--- src/rtl/shift_serializer.sv ---
// 4-bit word serializer: start bit, 4 data bits (LSB or MSB first), stop bit.
// Optional even-parity bit is enabled by defining SHIFT_SERIALIZER_PARITY_EN.
module shift_serializer #(
    parameter int BAUD_DIV = 4
) (
    input  logic       clk,
    input  logic       reset,
    input  logic       in_valid,
    output logic       in_ready,
    input  logic [3:0] in_data,
    input  logic       dir,
    output logic       ser_out,
    output logic       busy,
    output logic       done
);

`ifdef SHIFT_SERIALIZER_PARITY_EN
    typedef enum logic [2:0] {IDLE, START, DATA, PARITY, STOP} state_t;
`else
    typedef enum logic [2:0] {IDLE, START, DATA, STOP} state_t;
`endif

    localparam logic [3:0] LAST = 4'(BAUD_DIV - 1);
    localparam logic [3:0] PRE  = 4'(BAUD_DIV - 2);
    localparam bit         ONE  = (BAUD_DIV == 1);

    state_t     state;
    logic [3:0] cnt;
    logic [3:0] sreg;
    logic [1:0] bit_idx;
    logic       order;
    logic       last;
    logic       pre_last;

`ifdef SHIFT_SERIALIZER_PARITY_EN
    logic       par;
`endif

    assign last     = (cnt == LAST);
    // done must rise one cycle before the final STOP cycle ends
    assign pre_last = !ONE && (cnt == PRE);

    always_ff @(posedge clk) begin
        if (!reset) begin
            state    <= IDLE;
            cnt      <= '0;
            sreg     <= '0;
            bit_idx  <= '0;
            order    <= 1'b0;
            ser_out  <= 1'b1;
            in_ready <= 1'b1;
            busy     <= 1'b0;
            done     <= 1'b0;
`ifdef SHIFT_SERIALIZER_PARITY_EN
            par      <= 1'b0;
`endif
        end else begin
            unique case (state)
                IDLE: begin
                    ser_out  <= 1'b1;
                    in_ready <= 1'b1;
                    busy     <= 1'b0;
                    done     <= 1'b0;
                    cnt      <= '0;
                    if (in_valid) begin
                        sreg     <= in_data;
                        order    <= dir;
`ifdef SHIFT_SERIALIZER_PARITY_EN
                        par      <= ^in_data;
`endif
                        state    <= START;
                        ser_out  <= 1'b0;
                        in_ready <= 1'b0;
                        busy     <= 1'b1;
                    end
                end
                START: begin
                    if (last) begin
                        state   <= DATA;
                        cnt     <= '0;
                        bit_idx <= '0;
                        ser_out <= order ? sreg[3] : sreg[0];
                    end else begin
                        cnt <= cnt + 4'd1;
                    end
                end
                DATA: begin
                    if (last) begin
                        cnt  <= '0;
                        sreg <= order ? {sreg[2:0], 1'b0}
                                      : {1'b0, sreg[3:1]};
                        if (bit_idx == 2'd3) begin
`ifdef SHIFT_SERIALIZER_PARITY_EN
                            state   <= PARITY;
                            ser_out <= par;
`else
                            state   <= STOP;
                            ser_out <= 1'b1;
                            done    <= ONE;
`endif
                        end else begin
                            bit_idx <= bit_idx + 2'd1;
                            ser_out <= order ? sreg[2] : sreg[1];
                        end
                    end else begin
                        cnt <= cnt + 4'd1;
                    end
                end
`ifdef SHIFT_SERIALIZER_PARITY_EN
                PARITY: begin
                    if (last) begin
                        state   <= STOP;
                        cnt     <= '0;
                        ser_out <= 1'b1;
                        done    <= ONE;
                    end else begin
                        cnt <= cnt + 4'd1;
                    end
                end
`endif
                STOP: begin
                    if (last) begin
                        state    <= IDLE;
                        cnt      <= '0;
                        ser_out  <= 1'b1;
                        in_ready <= 1'b1;
                        busy     <= 1'b0;
                        done     <= 1'b0;
                    end else begin
                        cnt  <= cnt + 4'd1;
                        done <= pre_last;
                    end
                end
                default: begin
                    state    <= IDLE;
                    cnt      <= '0;
                    ser_out  <= 1'b1;
                    in_ready <= 1'b1;
                    busy     <= 1'b0;
                    done     <= 1'b0;
                end
            endcase
        end
    end

endmodule

--- config.mk ---
export PLATFORM = sky130hd
export DESIGN_NAME = shift_serializer
export DESIGN_NICKNAME = d
export VERILOG_FILES = /design/src/rtl/shift_serializer.sv
export SDC_FILE = /design/constraint.sdc
export NUM_CORES = 1
export LEC_CHECK = 0
export CORE_UTILIZATION = 45
export DETAILED_ROUTE_END_ITERATION = 8
export GPL_ROUTABILITY_DRIVEN = 0
export PLACE_DENSITY_LB_ADDON = 0.2
export SLEW_MARGIN = 20
export SYNTH_ARGS = -nofsm -noshare
export SYNTH_HDL_FRONTEND = slang
export SYNTH_SLANG_ARGS = --single-unit
--- constraint.sdc ---
create_clock -name clk -period 2 [get_ports clk]
set_input_delay 0.4 -clock clk [delete_from_list [all_inputs] [get_ports clk]]
set_output_delay 0.4 -clock clk [all_outputs]
set_load 0.1 [all_outputs]
Word-level counts from Yosys, hierarchy flattened
Index checks and enable logic that the tools add are counted.
Word-level totals
  bits in registers: 18
  bits in latches: 0
  bits in writable memories: 0
  bits in read-only memories: 0
  input bits: 8
  output and inout port bits: 4
  logic and storage cells: 70
  memories kept: 0
Cells by class
  add/subtract/negate cells: 2
  $mul: 0
  divide/modulo/power cells: 0
  magnitude comparators: 0
  equality and inequality tests: 12
  shifts and indexed selects: 0
  multiplexer cells: 30
  bitwise operators: 4
  reduce and logical (&&, ||, !) cells: 13
Operators with widths (count)
  3-bit two-way mux: 5
  1-bit two-way mux: 12
  4-bit two-way mux: 3
  2-bit != test (second input constant): 6
  3-bit one-hot mux with 4 select lines: 1
  1-bit one-hot mux with 3 select lines: 3
  3-bit AND reduction: 3
  4-bit by 2-bit == test with 1-bit output (second input constant): 2
  4-bit one-hot mux with 2 select lines: 1
  3-bit by 2-bit == test with 1-bit output (second input constant): 2
  2-bit two-way mux: 3
  3-bit OR reduction: 2
  5-bit AND reduction: 1
  4-bit by 1-bit adder with 4-bit output (second input constant): 1
  1-bit inverter: 4
  1-bit one-hot mux with 4 select lines: 1
  2-bit one-hot mux with 2 select lines: 1
  2-bit AND reduction: 2
  4-bit AND reduction: 1
  2-bit nonzero test: 2
  3-bit by 1-bit == test with 1-bit output (second input constant): 1
  3-bit logical NOT: 1
  2-bit by 1-bit adder with 2-bit output (second input constant): 1
  2-bit == test (second input constant): 1
  2-bit OR reduction: 1

Depth between registers and ports, before layout
  depth after elaboration: 4
  depth in mapped cells: 7
  gate-level depth less buffers: 6

Least setup slack after synthesis
No wires, ideal clock.
  path kind: flip-flop to flip-flop
  start point: register cnt[0]
  end point: register bit_idx[0]
  library setup time: 0.071 ns
  arrival: 1.795 ns
  required time: 1.929 ns
  slack: 0.134 ns
  cell stages (with the launch flop): 7
  clock period less this slack: 1.866 ns
  cell sequence: dfxtp_1 ha_1 or3b_1 buf_6 a211o_1 or3b_1 a21oi_1
Between the ends
  longest elaborated chain between the ends: 3
  elaborated cells on any way between the ends: 4
Ends and longest elaborated chain
  start, declared: RTL line 28  | logic [3:0] cnt;
  start signal, assigned: RTL line 84  | cnt <= cnt + 4'd1;
  start signal, assigned: RTL line 106  | cnt <= cnt + 4'd1;
  start signal, assigned: RTL line 130  | cnt <= cnt + 4'd1;
  4-bit by 2-bit == test with 1-bit output *: RTL line 39  | assign last = (cnt == LAST);
  2-bit != test (no line)
  4-bit AND reduction (no line) *
  end signal, assigned: RTL line 102  | bit_idx <= bit_idx + 2'd1;
  end, declared: RTL line 30  | logic [1:0] bit_idx;
Mark *: on every way between the ends. The rest lies on a longest branch, timed or not.
A chain may end at the register's enable or synchronous reset.

Worst setup path after layout
  start point: register cnt[1]
  end point: register state[0]
Between the ends
  longest elaborated chain between the ends: 3
  elaborated cells on any way between the ends: 5
Ends and longest elaborated chain
  4-bit by 2-bit == test with 1-bit output *: RTL line 39
  2-bit != test (no line)
  5-bit AND reduction (no line) *
  end signal, assigned: RTL line 45  | state <= IDLE;
  end signal, assigned: RTL line 71  | state <= START;
  end signal, assigned: RTL line 79  | state <= DATA;
  end, declared: RTL line 27  | state_t state;
Marked as above.

==> results.txt <==
----------------------------------------------------
[Synth]
  Post-synth EDFFs ... 0
  FFs w/ async S/R, synth ... 0%
  Top area cells in the synthesized netlist ... dfxtp_1 (37%), ha_1 (12%), mux2i_1 (9.8%)
  Count of synthesis-stage warnings from yosys ... 0
  Most instantiated library cell after synthesis ... dfxtp_1
  Synthesized cell area ... approximately 920 um^2
  Synthesized instance count ... around 100
  Largest area contributor in the netlist ... dfxtp_1
  Register area share after synthesis ... between 30% and 40%
  Syn avg cell area ... roughly 9.1 um^2
  Net count after synthesis ... 118
  Most frequently used flop master after synthesis ... dfxtp_1
  Synth cell count leaders ... dfxtp_1 (17), nor2_1 (14), ha_1 (9), mux2i_1 (9), nand2_1 (9)
  Seq cells post-synth ... 17
  Number of distinct standard cells referenced by the synthesized netlist ... 31
  Synth top area share ... a little under two fifths

[Detailed routing]
  Final routed wirelength across all metal layers ... roughly 1.8 mm
  Residual DRC ... 0
  Count of vias placed by the detailed router ... 749
  Post-DR vias/cell ... between 5 and 6
  Routed wire length per instance ... 12.1 um
  Pre-Repair DR Iteration Count ... 4
  Post-route ant nets ... 0
  Initial detailed-routing violation count ... 15

[Power and ir drop]
  Net switching power figure ... 0.766 mW
  Power share of the clock group ... between 10 and 15%
  Cell Int Power ... 0.934 mW
  Design Power ... ~1.7 mW
  Combinational power share ... 58.0%
  Max VDD drop ... between 1 and 1.5 mV
  Net switching fraction of the power ... between 40% and 50%
  Reg power frac ... ~31%
  Total power per unit cell area ... about 1500 nW/um^2
  Static power due to leakage ... 0.471 nW

[Outcome]
  Outcome ... finished clean

[Floorplanning]
  Die area ... ~2200 um^2
  Number of I/O pins ... 12
  Die Span Y ... 47.3 um
  Floorplan core area ... 1940 um^2
  Number of placement rows ... 16
  Die Span X ... around 47 um
  Initial core utilization ... approximately 47%

[Setup path]
  Setup crit start ... cnt[1]$_SDFF_PP0_
  Kind of critical path ... flop to flop
  Crit end category ... flop
  Worst setup path end ... state[0]$_SDFFE_PN0P_
  Maximum fanout along the worst path ... 6
  Worst reg2reg path depth ... 5
  Setup slack, reg-to-reg ... approximately 0.10 ns
  Req. time, crit path ... ~2.2 ns
  Cell with the largest stage delay on the worst path ... dfxtp_1
  End of the worst register-to-register path ... state[0]$_SDFFE_PN0P_
  Arrival time at the worst endpoint ... roughly 2.1 ns
  Cells along the critical path ... ha_2, or3b_1, buf_4, a221o_2, o311a_1
  Largest stage delay on the critical path ... about 0.37 ns
  Launching point of the worst reg2reg path ... cnt[1]$_SDFF_PP0_
  Type of element launching the critical path ... flop

[Clock network]
  Cell at the root of the clock tree ... clkbuf_4
  Clock buffers created by TritonCTS ... 3
  Worst-Skew Late Latency ... about 0.30 ns
  Maximum buffer depth of the clock tree ... 2
  Clock slew seen by the registers of the worst setup and hold paths ... roughly 0.10 ns
  CTS H-tree lvls ... 1
  TritonCTS Sinks ... 17
  Clock tree from TritonCTS ... built

[Timing]
  Final-report hold violation count ... 0
  Setup slack after layout ... between 0.1 and 0.15 ns
  Worst max-slew margin expressed relative to the limit ... 68.4%
  Slew Limit Fails ... 0
  Worst hold margin ... ~0.44 ns
  Min Clock Period, post-route ... approximately 1.9 ns
  FMAX ... 527 MHz
  Max Clock Skew ... about 0.0015 ns
  Transition time of the tightest slew-check pin ... approximately 0.46 ns
  Final setup violation count ... 0
  Ratio of final minimum period to clock period ... 94.8%

[GRT]
  Total routing resource utilization after global routing ... between 10% and 20%
  Met1 GRT Util ... a little under a quarter
  Initial antenna violation count ... 0
  M3 GR Usage ... 4.62%
  Met2 routing resource usage after global routing ... a little under a third
  Global-route wire length before repair ... roughly 2.9 mm
  Grt peak-use layer ... met2
  Total congestion overflow after global routing ... 0
  Pin count of the biggest net entering global routing ... 13
  Number of global-route vias before repair ... slightly below 700

[Layout]
  Nets ... between 100 and 150
  Final core utilization ... between 50% and 60%
  Share of post-route cells with drive strength above 1 ... between 10% and 20%
  Diodes inserted ... 0
  Area growth from synthesis to layout ... 21.4%

[Worst hold path]
  Path class of the lowest-slack min-delay path ... flop to flop

[Placed design]
  Detailed placement HPWL ... 1.28 mm
  Pre-CTS setup slack ... ~0.026 ns
  I/O Buffers ... 11

[Run]
  Max-cap viol count ... 0

----------------------------------------------------
==> layout make-up <==
cell class	count	area, um^2
clock buffer	3	22.5
clock inverter	1	5.00
fill	191	822
inverter	5	18.8
multi-input combinational	75	543
sequential	17	344
tap	27	33.8
timing repair buffer	18	153
==> power groups by stage <==
stage               sequential [mW]  combinational, mW  clock, mW
floorplan                     0.677              0.573          0
global placement              0.520              0.910          0
detailed placement            0.522              0.926          0
CTS                           0.515              0.928      0.198
global route                  0.538               1.08      0.208
finish                        0.522              0.986      0.192
==> worst min path at each step <==
stage	startpoint	cells after the start	slack (ns)	to
after floorplan	cnt[0]$_SDFF_PP0_	1	0.43	cnt[0]$_SDFF_PP0_
after global placement	cnt[0]$_SDFF_PP0_	1	0.44	cnt[0]$_SDFF_PP0_
after detailed placement	bit_idx[1]$_SDFFE_PN0P_	2	0.45	bit_idx[1]$_SDFFE_PN0P_
after CTS	bit_idx[1]$_SDFFE_PN0P_	2	0.47	bit_idx[1]$_SDFFE_PN0P_
after global routing	cnt[0]$_SDFF_PP0_	1	0.47	cnt[0]$_SDFF_PP0_
final	cnt[0]$_SDFF_PP0_	1	0.44	cnt[0]$_SDFF_PP0_
==> registers in the layout, indices dropped and copies added (netlist names) <==
signal    cells
busy          1
cnt           4
in_ready      1
done          1
ser_out       1
state         2
order         1
bit_idx       2
sreg          4
==> placed cells by master (no fill, tap or decap), types with 2 or more instances in the layout <==
cell / instances
inv_1: 5
a211oi_1: 2
dfxtp_2: 3
ha_1: 8
or3b_1: 2
nor2b_1: 2
nor2_1: 14
buf_4: 11
clkbuf_4: 3
a21oi_1: 7
dfxtp_1: 14
mux2i_1: 9
clkdlybuf4s50_1: 7
nand2_1: 9
nand3_1: 4
==> routing by layer <==
| metal | vias up | part of all wire [%] | wire (um) |
|---|---|---|---|
| met3 | 5 | 3.1 | 54 |
| met4 | 0 | 2.3 | 41 |
| met5 | - | 0 | 0 |
| met2 | 11 | 45 | 791 |
| li1 | 385 | - | - |
| met1 | 348 | 50 | 883 |
==> per-stage QoR <==
| stage | cells | setup TNS, ns | instance area [um^2] |
|---|---|---|---|
| after global placement | 140 | 0 | 1070 |
| after global routing | 146 | -0.0282 | 1120 |
| after CTS | 144 | 0 | 1100 |
| final | 146 | 0 | 1120 |
| after detailed placement | 140 | 0 | 1070 |
| after floorplan | 101 | 0 | 922 |
==> worst max-delay path: cells and delay by family, from the launching register on <==
kind | cells | cell delay (ns)
buffers and inverters | 1 | 0.18
flip-flops | 1 | 0.37
AO/OA/AOI/OAI | 2 | 0.67
adder cells (fa/ha/maj) | 1 | 0.21
AND/OR/NAND/NOR | 1 | 0.37
==> cells by family (layout without fill, tap and decap cells) <==
| group | Yosys count | count (layout) | synth area share, % |
|---|---|---|---|
| AO/OA/AOI/OAI | 17 | 17 | 14.5 |
| buffers and inverters | 9 | 27 | 4.48 |
| multiplexers | 10 | 10 | 11.0 |
| AND/OR/NAND/NOR | 37 | 37 | 19.0 |
| XOR/XNOR | 2 | 2 | 1.90 |
| adder cells (fa/ha/maj) | 9 | 9 | 12.2 |
| flip-flops | 17 | 17 | 36.9 |
==> timing repair <==
item	4_1_cts	5_1_grt
setup buffers	0	2
endpoints found under the setup margin	0	5
hold buffers	0	0
gates resized for setup	0	4
(Power assumes the default switching activity.)
